===== config.mk =====
export PLATFORM = sky130hd
export DESIGN_NAME = uart_rx_sampler_flat
export DESIGN_NICKNAME = d
export VERILOG_FILES = /design/src/rtl/uart_defs.sv /design/src/rtl/uart_rx_sampler_if.sv /design/src/rtl/uart_baud_prescaler.sv /design/src/rtl/uart_rx_sampler.sv /design/src/flat_wrapper.sv
export SDC_FILE = /design/constraint.sdc
export NUM_CORES = 1
export LEC_CHECK = 0
export CAP_MARGIN = 25
export CELL_PAD_IN_SITES_DETAIL_PLACEMENT = 1
export CELL_PAD_IN_SITES_GLOBAL_PLACEMENT = 2
export CORE_ASPECT_RATIO = 0.8
export CORE_UTILIZATION = 30
export DETAILED_ROUTE_END_ITERATION = 8
export DONT_BUFFER_PORTS = 1
export HOLD_SLACK_MARGIN = 0.03
export PLACE_DENSITY_LB_ADDON = 0.12
export SETUP_SLACK_MARGIN = 0.4
export SLEW_MARGIN = 20
export SYNTH_ARGS = -nofsm -noshare
export SYNTH_HDL_FRONTEND = slang
export SYNTH_SLANG_ARGS = --single-unit

===== constraint.sdc =====
create_clock -name clk -period 1.99 [get_ports clk]
set_input_delay 0.398 -clock clk [delete_from_list [all_inputs] [get_ports clk]]
set_output_delay 0.398 -clock clk [all_outputs]
set_load 0.01 [all_outputs]

===== src/rtl/uart_defs.sv =====
// ---------------------------------------------------------------------------
// uart_defs
// Shared definitions for the UART receive front-end and its sibling blocks:
// the sampler FSM state type, the default oversampling ratio and the frame
// length, plus a small majority-vote helper.
// ---------------------------------------------------------------------------
package uart_defs;

   // Oversampling ticks per bit time and bits per frame
   // (1 start + 8 data + 1 parity + 1 stop).
   localparam int UART_OVERSAMPLE = 16;
   localparam int UART_FRAME_BITS = 11;

   typedef enum logic [2:0] {
      IDLE,
      START,
      DATA,
      STOP,
      RECOVER
   } RxSampState_t;

   // Two-out-of-three vote used at every bit centre.
   function automatic logic majority3(input logic a, input logic b, input logic c);
      return (a & b) | (a & c) | (b & c);
   endfunction

endpackage


===== src/rtl/uart_rx_sampler_if.sv =====
// ---------------------------------------------------------------------------
// uart_rx_sampler_if
// Qualified-bit stream from the RX sampler to the RX deframer.
//   bit_tick      : one-cycle strobe, bit_val carries a new qualified bit
//   bit_val       : majority-voted bit value, held between strobes
//   frame_active  : high from start-bit detection until the stop decision
//   error_framing : one-cycle pulse, stop bit sampled as 0
//   break_detect  : one-cycle pulse, every bit of the frame sampled as 0
// The sampler drives the master modport, the deframer uses the slave one.
// ---------------------------------------------------------------------------
interface uart_rx_sampler_if;

   logic bit_tick;
   logic bit_val;
   logic frame_active;
   logic error_framing;
   logic break_detect;

   modport master (
      output bit_tick,
      output bit_val,
      output frame_active,
      output error_framing,
      output break_detect
   );

   modport slave (
      input bit_tick,
      input bit_val,
      input frame_active,
      input error_framing,
      input break_detect
   );

endinterface


===== src/rtl/uart_baud_prescaler.sv =====
// ---------------------------------------------------------------------------
// uart_baud_prescaler
// Divides clk down to the oversampling rate. pre_cnt runs 0..baud_div and
// os_tick is high in the cycle where pre_cnt equals the divisor, so the tick
// period is baud_div+1 clk cycles. Shared by the RX and TX paths.
// Ports:
//   clk      : system clock
//   rst_n    : asynchronous active-low reset
//   enable   : when low the counter is held at 0 and no tick is produced
//   baud_div : oversample period minus 1, in clk cycles
//   os_tick  : one-cycle oversampling strobe
// ---------------------------------------------------------------------------
module uart_baud_prescaler #(
   parameter int DIV_WIDTH = 16
) (
   input  logic                 clk,
   input  logic                 rst_n,
   input  logic                 enable,
   input  logic [DIV_WIDTH-1:0] baud_div,
   output logic                 os_tick
);

   logic [DIV_WIDTH-1:0] pre_cnt;
   logic [DIV_WIDTH-1:0] div_q;

   // The divisor in use is captured only at a wrap (or while disabled), so a
   // change of baud_div never truncates or stretches the running period.
   assign os_tick = enable && (pre_cnt == div_q);

   // Period counter: held while disabled, wraps to 0 on each tick.
   always_ff @(posedge clk or negedge rst_n) begin
      if (!rst_n) begin
         pre_cnt <= '0;
         div_q   <= '0;
      end else if (!enable) begin
         pre_cnt <= '0;
         div_q   <= baud_div;
      end else if (os_tick) begin
         pre_cnt <= '0;
         div_q   <= baud_div;
      end else begin
         pre_cnt <= pre_cnt + 1'b1;
      end
   end

endmodule


===== src/rtl/uart_rx_sampler.sv =====
// ---------------------------------------------------------------------------
// uart_rx_sampler
// Front-end of the UART receive path. Synchronises the RX pad, oversamples it
// at the prescaled rate, majority-votes three samples around each bit centre
// and hands one qualified bit per bit time to the deframer. False start bits
// are dropped silently; a 0 stop bit raises error_framing and, if the whole
// frame was 0, break_detect as well.
// Ports:
//   clk      : system clock
//   rst_n    : asynchronous active-low reset
//   rx_pad   : raw asynchronous RX line, idle high
//   enable   : receiver enable
//   baud_div : oversample period minus 1, in clk cycles
//   bus      : qualified-bit stream (master side of uart_rx_sampler_if)
// ---------------------------------------------------------------------------
module uart_rx_sampler
   import uart_defs::*;
#(
   parameter int OVERSAMPLE  = UART_OVERSAMPLE,
   parameter int DIV_WIDTH   = 16,
   parameter int SYNC_STAGES = 2,
   parameter int FRAME_BITS  = UART_FRAME_BITS
) (
   input  logic                 clk,
   input  logic                 rst_n,
   input  logic                 rx_pad,
   input  logic                 enable,
   input  logic [DIV_WIDTH-1:0] baud_div,
   uart_rx_sampler_if.master    bus
);

   localparam int OS_W  = $clog2(OVERSAMPLE);
   localparam int IDX_W = $clog2(FRAME_BITS);

   // Sample points straddle the bit centre; the decision is taken on the last.
   localparam logic [OS_W-1:0]  SAMP_A   = OS_W'(OVERSAMPLE / 2 - 1);
   localparam logic [OS_W-1:0]  SAMP_B   = OS_W'(OVERSAMPLE / 2);
   localparam logic [OS_W-1:0]  SAMP_C   = OS_W'(OVERSAMPLE / 2 + 1);
   localparam logic [OS_W-1:0]  OS_LAST  = OS_W'(OVERSAMPLE - 1);
   localparam logic [IDX_W-1:0] LAST_IDX = IDX_W'(FRAME_BITS - 1);

   logic [SYNC_STAGES-1:0] sync_q;
   logic                   rx_s;
   logic                   os_tick;

   RxSampState_t     state, state_next;
   logic [OS_W-1:0]  os_cnt, os_cnt_next;
   logic [IDX_W-1:0] bit_idx, bit_idx_next, bit_idx_inc;
   logic [1:0]       samp, samp_next;
   logic             all_zero, all_zero_next;
   logic             vote;
   logic             decide;

   logic tick_q, tick_next;
   logic val_q, val_next;
   logic active_q, active_next;
   logic ferr_q, ferr_next;
   logic brk_q, brk_next;

   uart_baud_prescaler #(
      .DIV_WIDTH (DIV_WIDTH)
   ) u_prescaler (
      .clk      (clk),
      .rst_n    (rst_n),
      .enable   (enable),
      .baud_div (baud_div),
      .os_tick  (os_tick)
   );

   // Input synchroniser. Flops reset to 1 so the idle line is not mistaken
   // for a start bit straight out of reset.
   always_ff @(posedge clk or negedge rst_n) begin
      if (!rst_n) begin
         sync_q <= '1;
      end else begin
         sync_q <= (sync_q << 1) | SYNC_STAGES'(rx_pad);
      end
   end

   assign rx_s = sync_q[SYNC_STAGES-1];

   // The third sample is used directly from rx_s in the decision cycle.
   assign vote        = majority3(samp[0], samp[1], rx_s);
   assign decide      = os_tick && (os_cnt == SAMP_C);
   assign bit_idx_inc = bit_idx + 1'b1;

   // Next-state and next-output logic. Everything is registered, so bit_tick
   // and the error pulses appear in the clk after the deciding os_tick.
   always_comb begin
      state_next    = state;
      os_cnt_next   = os_cnt;
      bit_idx_next  = bit_idx;
      samp_next     = samp;
      all_zero_next = all_zero;
      tick_next     = 1'b0;
      val_next      = val_q;
      active_next   = active_q;
      ferr_next     = 1'b0;
      brk_next      = 1'b0;

      if (!enable) begin
         state_next   = IDLE;
         os_cnt_next  = '0;
         bit_idx_next = '0;
         active_next  = 1'b0;
      end else if (os_tick) begin
         if (os_cnt == SAMP_A) begin
            samp_next[0] = rx_s;
         end
         if (os_cnt == SAMP_B) begin
            samp_next[1] = rx_s;
         end
         os_cnt_next = (os_cnt == OS_LAST) ? '0 : os_cnt + 1'b1;

         unique case (state)
            IDLE: begin
               // The detecting tick is not counted; the first START tick is 0.
               os_cnt_next = '0;
               if (!rx_s) begin
                  state_next  = START;
                  active_next = 1'b1;
               end
            end

            START: begin
               if (decide) begin
                  if (vote) begin
                     state_next  = IDLE;
                     active_next = 1'b0;
                  end else begin
                     tick_next     = 1'b1;
                     val_next      = 1'b0;
                     bit_idx_next  = IDX_W'(1);
                     all_zero_next = 1'b1;
                     state_next    = DATA;
                  end
               end
            end

            DATA: begin
               if (decide) begin
                  tick_next     = 1'b1;
                  val_next      = vote;
                  all_zero_next = all_zero & ~vote;
                  bit_idx_next  = bit_idx_inc;
                  if (bit_idx_inc == LAST_IDX) begin
                     state_next = STOP;
                  end
               end
            end

            STOP: begin
               if (decide) begin
                  tick_next    = 1'b1;
                  val_next     = vote;
                  active_next  = 1'b0;
                  bit_idx_next = '0;
                  if (vote) begin
                     state_next = IDLE;
                  end else begin
                     ferr_next  = 1'b1;
                     brk_next   = all_zero;
                     state_next = RECOVER;
                  end
               end
            end

            RECOVER: begin
               // Wait for the line to return high so a break is not re-read
               // as a stream of start bits.
               if (rx_s) begin
                  state_next = IDLE;
               end
            end

            default: begin
               state_next = IDLE;
            end
         endcase
      end
   end

   // State and output registers.
   always_ff @(posedge clk or negedge rst_n) begin
      if (!rst_n) begin
         state    <= IDLE;
         os_cnt   <= '0;
         bit_idx  <= '0;
         samp     <= '0;
         all_zero <= 1'b0;
         tick_q   <= 1'b0;
         val_q    <= 1'b1;
         active_q <= 1'b0;
         ferr_q   <= 1'b0;
         brk_q    <= 1'b0;
      end else begin
         state    <= state_next;
         os_cnt   <= os_cnt_next;
         bit_idx  <= bit_idx_next;
         samp     <= samp_next;
         all_zero <= all_zero_next;
         tick_q   <= tick_next;
         val_q    <= val_next;
         active_q <= active_next;
         ferr_q   <= ferr_next;
         brk_q    <= brk_next;
      end
   end

   assign bus.bit_tick      = tick_q;
   assign bus.bit_val       = val_q;
   assign bus.frame_active  = active_q;
   assign bus.error_framing = ferr_q;
   assign bus.break_detect  = brk_q;

endmodule


===== src/flat_wrapper.sv =====
// flat-port wrapper written by rule: the top's interface ports become plain ports
module uart_rx_sampler_flat import uart_defs::*;
#(
   parameter int OVERSAMPLE  = UART_OVERSAMPLE,
   parameter int DIV_WIDTH   = 16,
   parameter int SYNC_STAGES = 2,
   parameter int FRAME_BITS  = UART_FRAME_BITS
)
  (clk, rst_n, rx_pad, enable, baud_div, bus_bit_tick, bus_bit_val, bus_frame_active, bus_error_framing, bus_break_detect);
  uart_rx_sampler_if bus_i ();
  input  logic clk;
  input  logic rst_n;
  input  logic rx_pad;
  input  logic enable;
  input  logic [DIV_WIDTH-1:0] baud_div;
  output wire logic [$bits(bus_i.bit_tick)-1:0] bus_bit_tick;
  output wire logic [$bits(bus_i.bit_val)-1:0] bus_bit_val;
  output wire logic [$bits(bus_i.frame_active)-1:0] bus_frame_active;
  output wire logic [$bits(bus_i.error_framing)-1:0] bus_error_framing;
  output wire logic [$bits(bus_i.break_detect)-1:0] bus_break_detect;
  assign bus_bit_tick = bus_i.bit_tick;
  assign bus_bit_val = bus_i.bit_val;
  assign bus_frame_active = bus_i.frame_active;
  assign bus_error_framing = bus_i.error_framing;
  assign bus_break_detect = bus_i.break_detect;
  uart_rx_sampler #(.OVERSAMPLE(OVERSAMPLE), .DIV_WIDTH(DIV_WIDTH), .SYNC_STAGES(SYNC_STAGES), .FRAME_BITS(FRAME_BITS)) u_core (.clk(clk), .rst_n(rst_n), .rx_pad(rx_pad), .enable(enable), .baud_div(baud_div), .bus(bus_i));
endmodule

==> metrics.csv <==
metric,value,unit
reg2reg_depth,9,
grt_use_total,16.8,%
cts_root_buf,clkbuf_16,
detail-route-antenna-nets,0,
grt_first_pass_wirelength,12.2,mm
internal-power,1.78,mW
antenna_found_initial,0,
fmax,475,MHz
power_frac_seq,50.1,%
crit_path_frequent_cell,buf_6,
syn_area_per_cell,10.8,µm²
io_pins,25,
wire_per_inst,17.4,µm
insertion_delay,0.29,ns
max_slew_margin,60.7,%
synthDistinctLibCells,47,
vdd_ir_drop_max,0.460,mV
syn_inst,258,
setup_violations,27,
p_leak,1.64,nW
fin_crit_sh,106,%
first_pass_iters,4,
path_max_fanout,6,
route.vias.total,2092,
initial_core_util,30.9,%
dp_worst_setup_slack,-0.220,ns
slew_viol_final,0,
worstSetupEndpoint,u_core.state[2]$_DFFE_PN0P_,
cts_tree,yes,
hold_viol,53,
max_slew.worst_pin.slew,0.585,ns
swShare,23.7,%
drive_above_1_share,39.0,%
routed_wl,7.39,mm
std_cell_rows,31,
cp.arrival,2.28,ns
final_common_cell,dfrtp_1,
rr_endpoint,u_core.state[2]$_DFFE_PN0P_,
vias_per_cell,4.92,
timing.final.crit_period,2.11,ns
rsz0062_at_grt,yes,
hold_ws,-0.199,ns
power_switching,0.554,mW
port_buffers,0,
synth_top_area_share,44.8,%
diodes,0,
critPathCaptureType,flip-flop,
finClkSkew,0.00504,ns
power_density,609,nW/µm²
grt_max_degree,54,
final_cell_mix,"dfrtp_1 (50), buf_4 (37), mux2_4 (16)",
grt_pass1_vias,2240,
cp.required,2.16,ns
ys_seq_area_share,47.6,%
synth-edff-count,0,
ys_warn_count,0,
cp-start-kind,flip-flop,
clock_sinks,53,
startpoint,u_core.u_prescaler.pre_cnt[12]$_DFF_PN0_,
drv_cap,0,
clk_pin_slew,0.07,ns
syn_nets,284,
synthArstFlopShare,100,%
clkPwrFrac,36.1,%
violations,"negative hold slack, negative setup slack",
max_stage_delay,0.39,ns
finalWorstSetupSlack,-0.116,ns
cp_slowest_cell,dfrtp_1,
drt_iter0_markers,78,
drc,0,
fin_nets,335,
crit_type,flip-flop to flip-flop,
dieArea,9700,µm²
synth_area_leader_cell,dfrtp_1,
finalSetupTns,-1.39,ns
combPwrFrac,13.8,%
hold_class,input port to asynchronous set/reset pin,
ys_ff_latch,53,
clk_path_buf_depth,2,
dieWidth,110,µm
overflow,0,
htreeDepth,2,
cts_buffers,5,
die_y,88.3,µm
status,"complete, but fails checks",
netlist_area,2790,µm²
core_area,9040,µm²
place.gp.congestion,0.740,
worstPathCellList,"xnor2_1, buf_4, nand4_4, buf_6, o41ai_4, buf_6, buf_12, a31oi_4, a41o_1",
netlist_top_cells_area,"dfrtp_1 (45%), xnor2_1 (7.2%), mux2_2 (6.9%)",
r2r-start,u_core.u_prescaler.pre_cnt[12]$_DFF_PN0_,
r2r_slack,-0.12,ns
syn_to_final_growth,37.3,%
dpl.hpwl,5.06,mm
ys.flop_type,dfrtp_1,
power by group through the flow:
stage	Clock, mW	Sequential (mW)	Combinational [mW]
3_3_place_gp	0	1.18	0.243
4_1_cts	0.878	1.17	0.298
3_5_place_dp	0	1.18	0.242
5_1_grt	0.915	1.17	0.347
2_1_floorplan	0	1.17	0.160
6_report	0.843	1.17	0.323
metrics by stage:
stage	hold WS [ns]	total power, mW	area [µm²]	cells	util (%)
3_3_place_gp	0.104	1.42	3260	405	36.1
5_1_grt	-0.215	2.44	3830	425	42.4
6_report	-0.199	2.34	3830	425	42.4
3_5_place_dp	0.104	1.43	3260	405	36.1
2_1_floorplan	0.102	1.33	2850	258	-
4_1_cts	-0.210	2.34	3680	422	40.7
critical path, delay by kind of cell (launching register included):
| kind | cells | cell delay, ns |
|---|---|---|
| XOR/XNOR | 1 | 0.16 |
| AND/OR/NAND/NOR | 1 | 0.12 |
| flip-flops | 1 | 0.39 |
| buffers and inverters | 4 | 0.64 |
| AO/OA/AOI/OAI | 3 | 0.68 |
per-layer routing:
| layer | GRT usage (%) | wire (µm) | vias up |
|---|---|---|---|
| li1 | - | - | 1032 |
| met1 | 25.9 | 4030 | 1024 |
| met2 | 24.4 | 3070 | 32 |
| met3 | 3.39 | 247 | 4 |
| met4 | 2.91 | 43 | 0 |
| met5 | 0 | 0 | - |
cell usage after synthesis, types with 2 or more instances:
cell	count
nor2_1	24
and2_1	4
xnor2_1	23
dfstp_2	3
nand2_1	14
buf_2	2
a41o_1	2
nand3_1	17
nand2b_1	2
and3_1	5
buf_4	3
nor4_4	2
o21ai_0	7
a31oi_1	5
nor2b_1	3
xor2_1	7
nor3b_1	2
o211ai_1	5
ha_1	6
nand3b_1	3
nor3_1	2
clkbuf_1	4
nand4_1	12
and4_1	3
a21oi_1	2
inv_1	7
mux2_2	17
a22o_1	3
dfrtp_1	50
nor4_1	2
flip-flops by register name, indices dropped and copies added (netlist names):
name                        cells
u_core.bus.error_framing        1
u_core.bit_idx                  4
u_core.u_prescaler.div_q       16
u_core.bus.bit_val              1
u_core.state                    3
u_core.all_zero                 1
u_core.samp                     2
u_core.bus.frame_active         1
u_core.sync_q                   2
u_core.bus.break_detect         1
u_core.bus.bit_tick             1
u_core.u_prescaler.pre_cnt     16
u_core.os_cnt                   4
final cells by class:
cell class | instances | area (µm²)
inverter | 7 | 26.3
fill | 966 | 5200
multi-input combinational | 188 | 1680
sequential | 53 | 1330
clock buffer | 8 | 136
timing repair buffer | 54 | 514
tap | 115 | 144
kinds of logic (layout without fill, tap and decap cells):
family	after synthesis	in the layout	synth area share (%)
AOI/OAI and AO/OA	31	31	8.52
muxes	18	18	7.26
xor gates and xnor gates	31	31	10.0
buffers and inverters	17	69	3.05
and+or+nand+nor	101	101	20.5
adders and majority gates	7	7	3.05
DFF	53	53	47.6
worst min path at each step:
stage	from	to	slack, ns	depth (start not counted)
floorplan	rst_n	u_core.all_zero$_DFFE_PN0P_	0.10	0
global placement	rst_n	u_core.u_prescaler.div_q[12]$_DFFE_PN0N_	0.10	0
detailed placement	rst_n	u_core.u_prescaler.div_q[12]$_DFFE_PN0N_	0.10	0
CTS	rst_n	u_core.bus.bit_tick$_DFF_PN0_	-0.21	0
global route	rst_n	u_core.bus.frame_active$_DFFE_PN0P_	-0.21	0
finish	rst_n	u_core.u_prescaler.div_q[8]$_DFFE_PN0N_	-0.20	0
what timing repair did:
item / CTS / global route
pin swaps: 13 / 11
setup buffers: 7 / 3
setup endpoints to repair: 51 / 51
gates resized for setup: 54 / 22
gates cloned: 2 / 0
endpoints found under the hold margin: 53 / 53
(Power assumes the default switching activity.)
